$ cat src/rtl/uart_rx_pkg.sv
// Shared types and sizing helpers for the UART receive operand packer.
package uart_rx_pkg;

   typedef enum logic [1:0] {
      IDLE    = 2'd0,
      COLLECT = 2'd1,
      HOLD    = 2'd2
   } rx_state_e;

   localparam int DEF_SIZE_DATA_I  = 8;
   localparam int DEF_SIZE_DATA_O  = 32;
   localparam int DEF_NUM_OPERANDS = 2;

   // Counter width for a 0..n-1 range, never narrower than one bit.
   function automatic int cnt_width(input int n);
      return (n <= 1) ? 1 : $clog2(n);
   endfunction

   function automatic int bytes_per_operand(input int size_o, input int size_i);
      return size_o / size_i;
   endfunction

   function automatic bit sizes_ok(input int size_o, input int size_i, input int num_ops);
      return (size_i > 0) && (size_o >= size_i) && ((size_o % size_i) == 0) && (num_ops >= 1);
   endfunction

endpackage

$ cat src/rtl/uart_rx_operand_packer_if.sv
// Byte-in / frame-out bundle between the UART receiver, the packer and the FP datapath.
interface uart_rx_operand_packer_if #(
   parameter int SIZE_DATA_I  = 8,
   parameter int SIZE_DATA_O  = 32,
   parameter int NUM_OPERANDS = 2
) ();

   logic                                  i_stick;
   logic                                  i_clear;
   logic                                  i_byte_valid;
   logic [SIZE_DATA_I-1:0]                i_byte_data;
   logic                                  i_frame_err;
   logic                                  i_ready;
   logic [NUM_OPERANDS*SIZE_DATA_O-1:0]   o_operands;
   logic [NUM_OPERANDS-1:0]               o_operand_done;
   logic                                  o_valid;
   logic                                  o_timeout;
   logic                                  o_frame_err;
   logic                                  o_overrun;
   logic                                  o_busy;

   modport master (
      output i_stick, i_clear, i_byte_valid, i_byte_data, i_frame_err, i_ready,
      input  o_operands, o_operand_done, o_valid, o_timeout, o_frame_err, o_overrun, o_busy
   );

   modport slave (
      input  i_stick, i_clear, i_byte_valid, i_byte_data, i_frame_err, i_ready,
      output o_operands, o_operand_done, o_valid, o_timeout, o_frame_err, o_overrun, o_busy
   );

endinterface

$ cat src/rtl/uart_rx_timeout_cnt.sv
// Inter-byte silence timer: down-counts oversample ticks and flags the terminal tick.
module uart_rx_timeout_cnt #(
   parameter int TIMEOUT_TICKS = 640
) (
   input  logic i_clk,
   input  logic i_rst_n,
   input  logic i_clear,
   input  logic i_restart,
   input  logic i_enable,
   input  logic i_tick,
   output logic o_tc
);

   localparam int CW = $clog2(TIMEOUT_TICKS + 1);

   logic [CW-1:0] remain;

   // Restart (a byte landing) beats the terminal tick in the same cycle.
   assign o_tc = i_enable & i_tick & ~i_restart & ~i_clear & (remain == CW'(1));

   always_ff @(posedge i_clk or negedge i_rst_n) begin
      if (!i_rst_n) begin
         remain <= '0;
      end else if (i_clear) begin
         remain <= '0;
      end else if (i_restart) begin
         remain <= CW'(TIMEOUT_TICKS);
      end else if (i_enable && i_tick && (remain != '0)) begin
         remain <= remain - CW'(1);
      end
   end

endmodule

$ cat src/rtl/uart_rx_operand_packer.sv
// Assembles NUM_OPERANDS operands from the UART byte stream and offers them as one frame.
//
// state   | meaning
// IDLE    | waiting for the first byte of a frame
// COLLECT | frame partially received, timeout armed
// HOLD    | full frame on o_operands, waiting for i_ready
module uart_rx_operand_packer
   import uart_rx_pkg::*;
#(
   parameter int SIZE_DATA_I   = 8,
   parameter int SIZE_DATA_O   = 32,
   parameter int NUM_OPERANDS  = 2,
   parameter bit MSB_FIRST     = 1'b1,
   parameter int TIMEOUT_TICKS = 640
) (
   input  logic                      i_clk,
   input  logic                      i_rst_n,
   uart_rx_operand_packer_if.slave   rx
);

   localparam int BPO = bytes_per_operand(SIZE_DATA_O, SIZE_DATA_I);
   localparam int BCW = cnt_width(BPO);
   localparam int OIW = cnt_width(NUM_OPERANDS);

   if (!sizes_ok(SIZE_DATA_O, SIZE_DATA_I, NUM_OPERANDS)) begin : g_size_check
      $error("SIZE_DATA_O must be a positive multiple of SIZE_DATA_I and NUM_OPERANDS >= 1");
   end

   rx_state_e               state;
   logic [BCW-1:0]          byte_cnt;
   logic [OIW-1:0]          op_idx;
   logic [SIZE_DATA_O-1:0]  op_reg [NUM_OPERANDS];
   logic [SIZE_DATA_O-1:0]  op_shifted;
   logic [NUM_OPERANDS-1:0] done_q;
   logic                    valid_q;
   logic                    busy_q;
   logic                    timeout_q;
   logic                    frame_err_q;
   logic                    overrun_q;

   logic good_byte;
   logic bad_byte;
   logic accept;
   logic last_byte;
   logic last_op;
   logic tmo_tc;

   assign good_byte = rx.i_byte_valid & ~rx.i_frame_err;
   assign bad_byte  = rx.i_byte_valid &  rx.i_frame_err;
   // In HOLD a byte only lands when the consumer takes the frame that same cycle.
   assign accept    = good_byte & ~rx.i_clear & ((state != HOLD) | rx.i_ready);
   assign last_byte = (byte_cnt == BCW'(BPO - 1));
   assign last_op   = (op_idx == OIW'(NUM_OPERANDS - 1));

   if (BPO == 1) begin : g_load
      assign op_shifted = rx.i_byte_data;
   end else if (MSB_FIRST) begin : g_shift_msb
      assign op_shifted = {op_reg[op_idx][SIZE_DATA_O-SIZE_DATA_I-1:0], rx.i_byte_data};
   end else begin : g_shift_lsb
      assign op_shifted = {rx.i_byte_data, op_reg[op_idx][SIZE_DATA_O-1:SIZE_DATA_I]};
   end

   uart_rx_timeout_cnt #(
      .TIMEOUT_TICKS (TIMEOUT_TICKS)
   ) u_timeout (
      .i_clk     (i_clk),
      .i_rst_n   (i_rst_n),
      .i_clear   (rx.i_clear),
      .i_restart (accept),
      .i_enable  (state == COLLECT),
      .i_tick    (rx.i_stick),
      .o_tc      (tmo_tc)
   );

   always_ff @(posedge i_clk or negedge i_rst_n) begin
      if (!i_rst_n) begin
         state       <= IDLE;
         byte_cnt    <= '0;
         op_idx      <= '0;
         done_q      <= '0;
         valid_q     <= 1'b0;
         busy_q      <= 1'b0;
         timeout_q   <= 1'b0;
         frame_err_q <= 1'b0;
         overrun_q   <= 1'b0;
         for (int k = 0; k < NUM_OPERANDS; k++) begin
            op_reg[k] <= '0;
         end
      end else begin
         done_q      <= '0;
         timeout_q   <= 1'b0;
         frame_err_q <= 1'b0;
         overrun_q   <= 1'b0;
         if (rx.i_clear) begin
            state    <= IDLE;
            byte_cnt <= '0;
            op_idx   <= '0;
            valid_q  <= 1'b0;
            busy_q   <= 1'b0;
         end else if (accept) begin
            op_reg[op_idx] <= op_shifted;
            if (last_byte) begin
               byte_cnt       <= '0;
               done_q[op_idx] <= 1'b1;
               if (last_op) begin
                  op_idx  <= '0;
                  state   <= HOLD;
                  valid_q <= 1'b1;
                  busy_q  <= 1'b0;
               end else begin
                  op_idx  <= op_idx + OIW'(1);
                  state   <= COLLECT;
                  valid_q <= 1'b0;
                  busy_q  <= 1'b1;
               end
            end else begin
               byte_cnt <= byte_cnt + BCW'(1);
               state    <= COLLECT;
               valid_q  <= 1'b0;
               busy_q   <= 1'b1;
            end
         end else begin
            case (state)
               IDLE: begin
                  if (bad_byte) frame_err_q <= 1'b1;
               end
               COLLECT: begin
                  if (bad_byte || tmo_tc) begin
                     state       <= IDLE;
                     byte_cnt    <= '0;
                     op_idx      <= '0;
                     busy_q      <= 1'b0;
                     frame_err_q <= bad_byte;
                     timeout_q   <= ~bad_byte;
                  end
               end
               HOLD: begin
                  if (rx.i_ready) begin
                     state       <= IDLE;
                     valid_q     <= 1'b0;
                     frame_err_q <= bad_byte;
                  end else if (rx.i_byte_valid) begin
                     overrun_q <= 1'b1;
                  end
               end
               default: begin
                  state    <= IDLE;
                  byte_cnt <= '0;
                  op_idx   <= '0;
                  valid_q  <= 1'b0;
                  busy_q   <= 1'b0;
               end
            endcase
         end
      end
   end

   for (genvar k = 0; k < NUM_OPERANDS; k++) begin : g_out
      assign rx.o_operands[k*SIZE_DATA_O +: SIZE_DATA_O] = op_reg[k];
   end

   assign rx.o_operand_done = done_q;
   assign rx.o_valid        = valid_q;
   assign rx.o_busy         = busy_q;
   assign rx.o_timeout      = timeout_q;
   assign rx.o_frame_err    = frame_err_q;
   assign rx.o_overrun      = overrun_q;

endmodule

$ cat src/flat_wrapper.sv
// flat-port wrapper written by rule: the top's interface ports become plain ports
module uart_rx_operand_packer_flat import uart_rx_pkg::*;
#(
   parameter int SIZE_DATA_I   = 8,
   parameter int SIZE_DATA_O   = 32,
   parameter int NUM_OPERANDS  = 2,
   parameter bit MSB_FIRST     = 1'b1,
   parameter int TIMEOUT_TICKS = 640
)
  (i_clk, i_rst_n, rx_i_stick, rx_i_clear, rx_i_byte_valid, rx_i_byte_data, rx_i_frame_err, rx_i_ready, rx_o_operands, rx_o_operand_done, rx_o_valid, rx_o_timeout, rx_o_frame_err, rx_o_overrun, rx_o_busy);
  uart_rx_operand_packer_if #(.SIZE_DATA_I(SIZE_DATA_I), .SIZE_DATA_O(SIZE_DATA_O), .NUM_OPERANDS(NUM_OPERANDS)) rx_i ();
  input  logic i_clk;
  input  logic i_rst_n;
  input wire logic [$bits(rx_i.i_stick)-1:0] rx_i_stick;
  input wire logic [$bits(rx_i.i_clear)-1:0] rx_i_clear;
  input wire logic [$bits(rx_i.i_byte_valid)-1:0] rx_i_byte_valid;
  input wire logic [$bits(rx_i.i_byte_data)-1:0] rx_i_byte_data;
  input wire logic [$bits(rx_i.i_frame_err)-1:0] rx_i_frame_err;
  input wire logic [$bits(rx_i.i_ready)-1:0] rx_i_ready;
  output wire logic [$bits(rx_i.o_operands)-1:0] rx_o_operands;
  output wire logic [$bits(rx_i.o_operand_done)-1:0] rx_o_operand_done;
  output wire logic [$bits(rx_i.o_valid)-1:0] rx_o_valid;
  output wire logic [$bits(rx_i.o_timeout)-1:0] rx_o_timeout;
  output wire logic [$bits(rx_i.o_frame_err)-1:0] rx_o_frame_err;
  output wire logic [$bits(rx_i.o_overrun)-1:0] rx_o_overrun;
  output wire logic [$bits(rx_i.o_busy)-1:0] rx_o_busy;
  assign rx_i.i_stick = rx_i_stick;
  assign rx_i.i_clear = rx_i_clear;
  assign rx_i.i_byte_valid = rx_i_byte_valid;
  assign rx_i.i_byte_data = rx_i_byte_data;
  assign rx_i.i_frame_err = rx_i_frame_err;
  assign rx_i.i_ready = rx_i_ready;
  assign rx_o_operands = rx_i.o_operands;
  assign rx_o_operand_done = rx_i.o_operand_done;
  assign rx_o_valid = rx_i.o_valid;
  assign rx_o_timeout = rx_i.o_timeout;
  assign rx_o_frame_err = rx_i.o_frame_err;
  assign rx_o_overrun = rx_i.o_overrun;
  assign rx_o_busy = rx_i.o_busy;
  uart_rx_operand_packer #(.SIZE_DATA_I(SIZE_DATA_I), .SIZE_DATA_O(SIZE_DATA_O), .NUM_OPERANDS(NUM_OPERANDS), .MSB_FIRST(MSB_FIRST), .TIMEOUT_TICKS(TIMEOUT_TICKS)) u_core (.i_clk(i_clk), .i_rst_n(i_rst_n), .rx(rx_i));
endmodule
$ cat config.mk
export PLATFORM = sky130hd
export DESIGN_NAME = uart_rx_operand_packer_flat
export DESIGN_NICKNAME = d
export VERILOG_FILES = /design/src/rtl/uart_rx_pkg.sv /design/src/rtl/uart_rx_operand_packer_if.sv /design/src/rtl/uart_rx_timeout_cnt.sv /design/src/rtl/uart_rx_operand_packer.sv /design/src/flat_wrapper.sv
export SDC_FILE = /design/constraint.sdc
export NUM_CORES = 1
export LEC_CHECK = 0
export CORE_ASPECT_RATIO = 0.8
export CORE_MARGIN = 10
export CORE_UTILIZATION = 40
export CTS_BUF_LIST = sky130_fd_sc_hd__clkbuf_8
export CTS_CLUSTER_DIAMETER = 50
export DETAILED_ROUTE_END_ITERATION = 10
export PLACE_DENSITY = 0.68
export SYNTH_ARGS = -nofsm -noshare
export SYNTH_HDL_FRONTEND = slang
export SYNTH_SLANG_ARGS = --single-unit
$ cat constraint.sdc
create_clock -name i_clk -period 4.3 [get_ports i_clk]
set_input_delay 0.86 -clock i_clk [delete_from_list [all_inputs] [get_ports i_clk]]
set_output_delay 0.86 -clock i_clk [all_outputs]
set_load 0.01 [all_outputs]
==> results of run 1 <==
==> how the worst max path moves through the flow <==
stage / end / slack (ns) / cells after the start
2_1_floorplan: u_core.rx.o_operands[10]$_DFFE_PN0P_ / 2.06 / 5
3_3_place_gp: u_core.rx.o_operands[28]$_DFFE_PN0P_ / 1.40 / 5
3_5_place_dp: u_core.rx.o_operands[28]$_DFFE_PN0P_ / 1.35 / 5
4_1_cts: u_core.rx.o_operands[28]$_DFFE_PN0P_ / 1.74 / 5
5_1_grt: u_core.rx.o_operands[8]$_DFFE_PN0P_ / 1.63 / 5
6_report: u_core.rx.o_operands[28]$_DFFE_PN0P_ / 1.73 / 5
==> kinds of logic after synthesis <==
group	count (synthesis)	synth area share
compound gates	27	0.0515
xor+xnor	4	0.00968
fa+ha+maj	8	0.0277
buf+inv	22	0.0304
flops	86	0.595
mux	64	0.199
simple gates	52	0.0868
==> per-layer routing <==
metal / GRT usage / vias up / part of all wire
li1: - / 1125 / -
met1: 0.156 / 1163 / 0.45
met2: 0.183 / 62 / 0.46
met3: 0.0449 / 12 / 0.066
met4: 0.0471 / 0 / 0.019
met5: 0 / - / 0
==> cell usage after synthesis (5+ instances only) <==
library cell / n
dfrtp_1: 86
ha_1: 8
inv_1: 15
mux2_2: 64
nand2_1: 8
nand2b_1: 5
nand4_1: 6
nor2_1: 11
==> power by group through the flow <==
| stage | registers, W | clock network, W | logic [W] |
|---|---|---|---|
| final | 0.00102 | 0.000624 | 0.000495 |
| after detailed placement | 0.00103 | 0 | 0.000505 |
| after global routing | 0.00104 | 0.000683 | 0.000536 |
| after CTS | 0.00102 | 0.000654 | 0.000509 |
| after floorplan | 0.00107 | 0 | 0.000147 |
| after global placement | 0.00103 | 0 | 0.000496 |
==> cell type report <==
cell class                      count  area share
Inverter                           15      0.0118
Timing Repair Buffer               87       0.180
Clock inverter                      7      0.0204
Clock buffer                        9      0.0259
Tap cell                          112      0.0293
Multi-Input combinational cell    155       0.283
Sequential cell                    86       0.449
==> through the flow <==
step	hold WS, ns	util
3_3_place_gp	0.487	0.529
2_1_floorplan	0.517	-
4_1_cts	0.514	0.555
3_5_place_dp	0.493	0.529
5_1_grt	0.524	0.555
6_report	0.511	0.555
==> worst max-delay path, stage by stage <==
cell	delay, ns
clkdlybuf4s50_1	0.51
or3b_1	0.50
nor3_4	0.13
buf_4	0.39
mux2_2	0.39
==> cells in the final DEF, fill, tap and decap left out, drive strengths merged, types with 3 or more instances in the layout <==
cell / netlist / routed
nand2b: 5 / 5
ha: 8 / 8
a31oi: 4 / 4
nand4: 6 / 6
inv: 15 / 17
nor3: 3 / 3
mux2: 64 / 64
dfrtp: 86 / 86
clkinvlp: 0 / 3
o21ai: 5 / 5
nor4b: 3 / 3
buf: 7 / 3
nand2: 8 / 8
nor2: 11 / 11
clkdlybuf4s50: 0 / 84
a21oi: 4 / 4
clkbuf: 0 / 9
nand3: 4 / 4
==> state kept, by name, summed over array words and instances (netlist names) <==
| register | cells |
|---|---|
| u_core.state | 2 |
| u_core.rx.o_operand_done | 2 |
| u_core.rx.o_overrun | 1 |
| u_core.rx.o_frame_err | 1 |
| u_core.rx.o_timeout | 1 |
| u_core.rx.o_operands | 64 |
| u_core.byte_cnt | 2 |
| u_core.rx.o_busy | 1 |
| u_core.u_timeout.remain | 10 |
| u_core.rx.o_valid | 1 |
| u_core.last_op | 1 |
==> flow_summary.json, run 1 <==
{
  "min-delay-start": "u_core.rx.o_operands[62]$_DFFE_PN0P_",
  "grt_pass1_wl_um": 13300,
  "startpoint": "rx_i_clear",
  "avgSynthCellArea_um2": 13.8,
  "finalWirelength_um": 7880,
  "crit_arrival_ns": 2.81,
  "placed_area_mm2": 0.00457,
  "skew_ns": 0.00963,
  "worst_pin_slew_ns": 1.05,
  "yosys_register_bits": 86,
  "async_flop_share": 1.00,
  "yosysWarnings": 0,
  "core_mm2": 0.00863,
  "maxCapViolCount": 0,
  "wl_per_cell_um": 16.7,
  "clkSinkCount": 86,
  "ys_seq_area_frac": 0.595,
  "rsz0062_at_grt": "false",
  "synth.top_cell.area_share": 0.595,
  "power_w": 0.00213,
  "track_usage": 0.122,
  "die_h_um": 105,
  "stdcell_area_mm2": 0.00479,
  "timing.final.ws_setup_ns": 1.73,
  "cts_tree": "yes",
  "dp.cells": 455,
  "yosys.area.top_type": "dfrtp_1",
  "whs_path_depth": 1,
  "hold_viol": 0,
  "drc": 0,
  "place_congestion": 0.798,
  "vias_per_cell": 5.01,
  "start_util": 0.419,
  "dp_slack_ns": 1.35,
  "netlist_top_cells_area": "dfrtp_1 (59%), mux2_2 (20%), ha_1 (2.8%)",
  "maxSlewHeadroom": 0.298,
  "synth_edf_count": 0,
  "htreeDepth": 3,
  "seq_power_share": 0.476,
  "grt_overflow_total": 0,
  "fp-row-count": 30,
  "path_class": "input pin to register",
  "p_sw_w": 0.000574,
  "seq_area_mm2": 0.00215,
  "postCtsSetupRepairBufs": 0,
  "maxSlewViolCount": 0,
  "r2r_start": "u_core.u_timeout.remain[2]$_DFFE_PN0P_",
  "finalCritPeriodShare": 0.598,
  "nets": 377,
  "io_buffers": 85,
  "r2r_cells": 4,
  "p_per_area_mw_per_mm2": 446,
  "fmax_mhz": 389,
  "die_w_um": 126,
  "internal-power_w": 0.00156,
  "route.vias.total": 2362,
  "drive_gt1_frac": 0.248,
  "grt_pass1_vias": 2435,
  "crit_required_ns": 4.54,
  "min_to": "u_core.rx.o_operands[62]$_DFFE_PN0P_",
  "area_growth_pct": 32.4,
  "clockBufferDepth": 2,
  "reg2reg_slack_ns": 2.28,
  "hold_class": "register to register",
  "multi_input_area_mm2": 0.00136,
  "drt_iter0_markers": 168,
  "place_hpwl_um": 5720,
  "p_clk_frac": 0.292,
  "dr.pass1.iters": 4,
  "syn_inst": 263,
  "clkLatencyLatePin_ns": 0.35,
  "status": "finished, final reports clean",
  "r2r-end": "u_core.byte_cnt[1]$_DFFE_PN0P_",
  "die-area_mm2": 0.0133,
  "holdBufCountCts": 0,
  "tns_ns": 0,
  "numCtsBuffers": 9,
  "ys.flop_type": "dfrtp_1",
  "pwr-share-comb": 0.232,
  "syn_nets": 286,
  "ios": 86,
  "final_cells": 471,
  "p_leak_nw": 2.12,
  "clockRootBuffer": "clkbuf_8",
  "cp-end-kind": "register",
  "n_antenna_cell": 0,
  "netlist_area_mm2": 0.00362,
  "fin_crit_ns": 2.57,
  "ys_types": 42,
  "swShare": 0.269,
  "clkTransAtPathRegs_ns": 0.09,
  "grt_max_degree": 87,
  "antenna_found_initial": 0,
  "cts_resized": 0,
  "setup_viol": 0,
  "fill_cells": 719,
  "ir_drop_mv": 0.257,
  "start_kind": "input pin",
  "postRouteAntennaNets": 0,
  "crit_fanout": 33
}
(Power assumes the default switching activity.)
==> run 2, diff against run 1 <==
==> constraint.sdc (replaced) <==
create_clock -name i_clk -period 2.7 [get_ports i_clk]
set_input_delay 0.54 -clock i_clk [delete_from_list [all_inputs] [get_ports i_clk]]
set_output_delay 0.54 -clock i_clk [all_outputs]
set_load 0.01 [all_outputs]
==> flow_summary.json, run 2 (synthesized netlist as in run 1, its figures left out) <==
{
  "status": "finished, final reports clean",
  "p_leak_nw": 2.15,
  "worst_pin_slew_ns": 0.647,
  "clockBufferDepth": 2,
  "fp-row-count": 30,
  "vias_per_cell": 5.01,
  "die-area_mm2": 0.0133,
  "seq_power_share": 0.475,
  "htreeDepth": 3,
  "numCtsBuffers": 9,
  "largest_reg_flops": 64,
  "cts_resized": 0,
  "die_w_um": 126,
  "grt_pass1_vias": 2507,
  "drt_iter0_markers": 113,
  "place_congestion": 0.809,
  "maxSlewHeadroom": 0.562,
  "fill_cells": 752,
  "drive_gt1_frac": 0.256,
  "place_hpwl_um": 5920,
  "start_util": 0.419,
  "io_buffers": 85,
  "crit_arrival_ns": 2.35,
  "fmax_mhz": 473,
  "final_common_cell": "dfrtp_1",
  "worst_path_max_delay_cell": "or3b_1",
  "grt_pass1_wl_um": 13200,
  "dr.pass1.iters": 4,
  "holdBufCountCts": 0,
  "clkLatencyLatePin_ns": 0.35,
  "route.vias.total": 2379,
  "finalWirelength_um": 7960,
  "internal-power_w": 0.00249,
  "cp-end-kind": "register",
  "p_sw_w": 0.000915,
  "setup_viol": 0,
  "postRouteAntennaNets": 0,
  "crit_family": "buffers and inverters",
  "cpPeakStageDelay_ns": 0.51,
  "die_h_um": 105,
  "maxSlewViolCount": 0,
  "path_class": "input pin to register",
  "pwr-share-comb": 0.233,
  "cp_cell_sequence": "clkdlybuf4s50_1, or3b_1, nor3_4, buf_12, mux2_2",
  "p_per_area_mw_per_mm2": 706,
  "nets": 381,
  "p_clk_frac": 0.292,
  "core_mm2": 0.00863,
  "wl_per_cell_um": 16.8,
  "maxCapViolCount": 0,
  "grt_max_degree": 44,
  "skew_ns": 0.0141,
  "rsz0062_at_grt": "false",
  "postCtsSetupRepairBufs": 0,
  "drc": 0,
  "cts_tree": "yes",
  "hold_viol": 0,
  "power_w": 0.00341,
  "crit_fanout": 33,
  "clkSinkCount": 86,
  "area_growth_pct": 33.5,
  "crit_required_ns": 2.94,
  "seq_area_mm2": 0.00215,
  "ios": 86,
  "antenna_found_initial": 0,
  "clockRootBuffer": "clkbuf_8",
  "tns_ns": 0,
  "final_cell_mix": "dfrtp_1 (86), clkdlybuf4s50_1 (84), mux2_2 (64)",
  "fin_crit_ns": 2.12,
  "multi_input_area_mm2": 0.00136,
  "track_usage": 0.121,
  "start_kind": "input pin",
  "clkTransAtPathRegs_ns": 0.09,
  "grt_overflow_total": 0,
  "finalCritPeriodShare": 0.783,
  "swShare": 0.268,
  "ir_drop_mv": 0.413,
  "hold_class": "input pin to async pin",
  "n_antenna_cell": 0,
  "path_buf_inv": 2
}
[run 2: changes by cell type in the layout (fill, tap and decap cells not counted), sizes merged]
cell,before,now
inv,17,18
clkinvlp,3,1
clkinv,0,1
buf,3,7
[run 2: worst register-to-register path: cells and delay by family, from the launching register on]
kind            cells  cell delay [ns]
compound gates      2             0.66
buf+inv             1             0.11
simple gates        2             0.60
flops               1             0.40
fa+ha+maj           1             0.20
[run 2: cell type report]
class                   count  share of cell area
clock buffers               9              0.0256
repair buffers             91               0.187
clock inverters             7              0.0202
inverters                  15              0.0117
well taps                 112              0.0290
flip-flops and latches     86               0.445
multi-input cells         155               0.281
[run 2: power by group through the flow]
stage	clock network (W)	logic, W	registers, W
4_1_cts	0.00103	0.000815	0.00162
3_5_place_dp	0	0.000807	0.00165
2_1_floorplan	0	0.000234	0.00170
3_3_place_gp	0	0.000796	0.00164
5_1_grt	0.00108	0.000856	0.00166
6_report	0.000996	0.000793	0.00162
[run 2: final timing paths]
kind                                                        start                                      to  slack, ns  cells past startpoint
setup reg to reg           u_core.u_timeout.remain[1]$_DFFE_PN0P_  u_core.u_timeout.remain[4]$_DFFE_PN0P_       0.66                      6
setup / recovery                                       rx_i_clear    u_core.rx.o_operands[21]$_DFFE_PN0P_       0.58                      5
min in group i_clk           u_core.rx.o_operands[60]$_DFFE_PN0P_    u_core.rx.o_operands[60]$_DFFE_PN0P_       0.51                      1
max in group asynchronous                                 i_rst_n  u_core.u_timeout.remain[1]$_DFFE_PN0P_       1.89                      2
hold / removal                                            i_rst_n     u_core.rx.o_operands[0]$_DFFE_PN0P_       0.17                      1
hold reg to reg              u_core.rx.o_operands[60]$_DFFE_PN0P_    u_core.rx.o_operands[60]$_DFFE_PN0P_       0.51                      1
[run 2: per-layer routing]
layer  vias up  GRT usage  wire length, um
met3         9     0.0434              520
met1      1168      0.156             3680
met2        69      0.184             3680
met5         -          0                0
met4         0     0.0446               85
li1       1133          -                -
[run 2: metrics by stage]
step | hold WS [ns] | instance area (um2) | setup WS [ns] | utilization | instances
floorplan | 0.244 | 3620 | 0.781 | - | 263
global placement | 0.487 | 4610 | 0.270 | 0.534 | 459
detailed placement | 0.492 | 4610 | 0.219 | 0.534 | 459
CTS | 0.169 | 4830 | 0.605 | 0.560 | 475
global route | 0.186 | 4830 | 0.510 | 0.560 | 475
finish | 0.168 | 4830 | 0.585 | 0.560 | 475
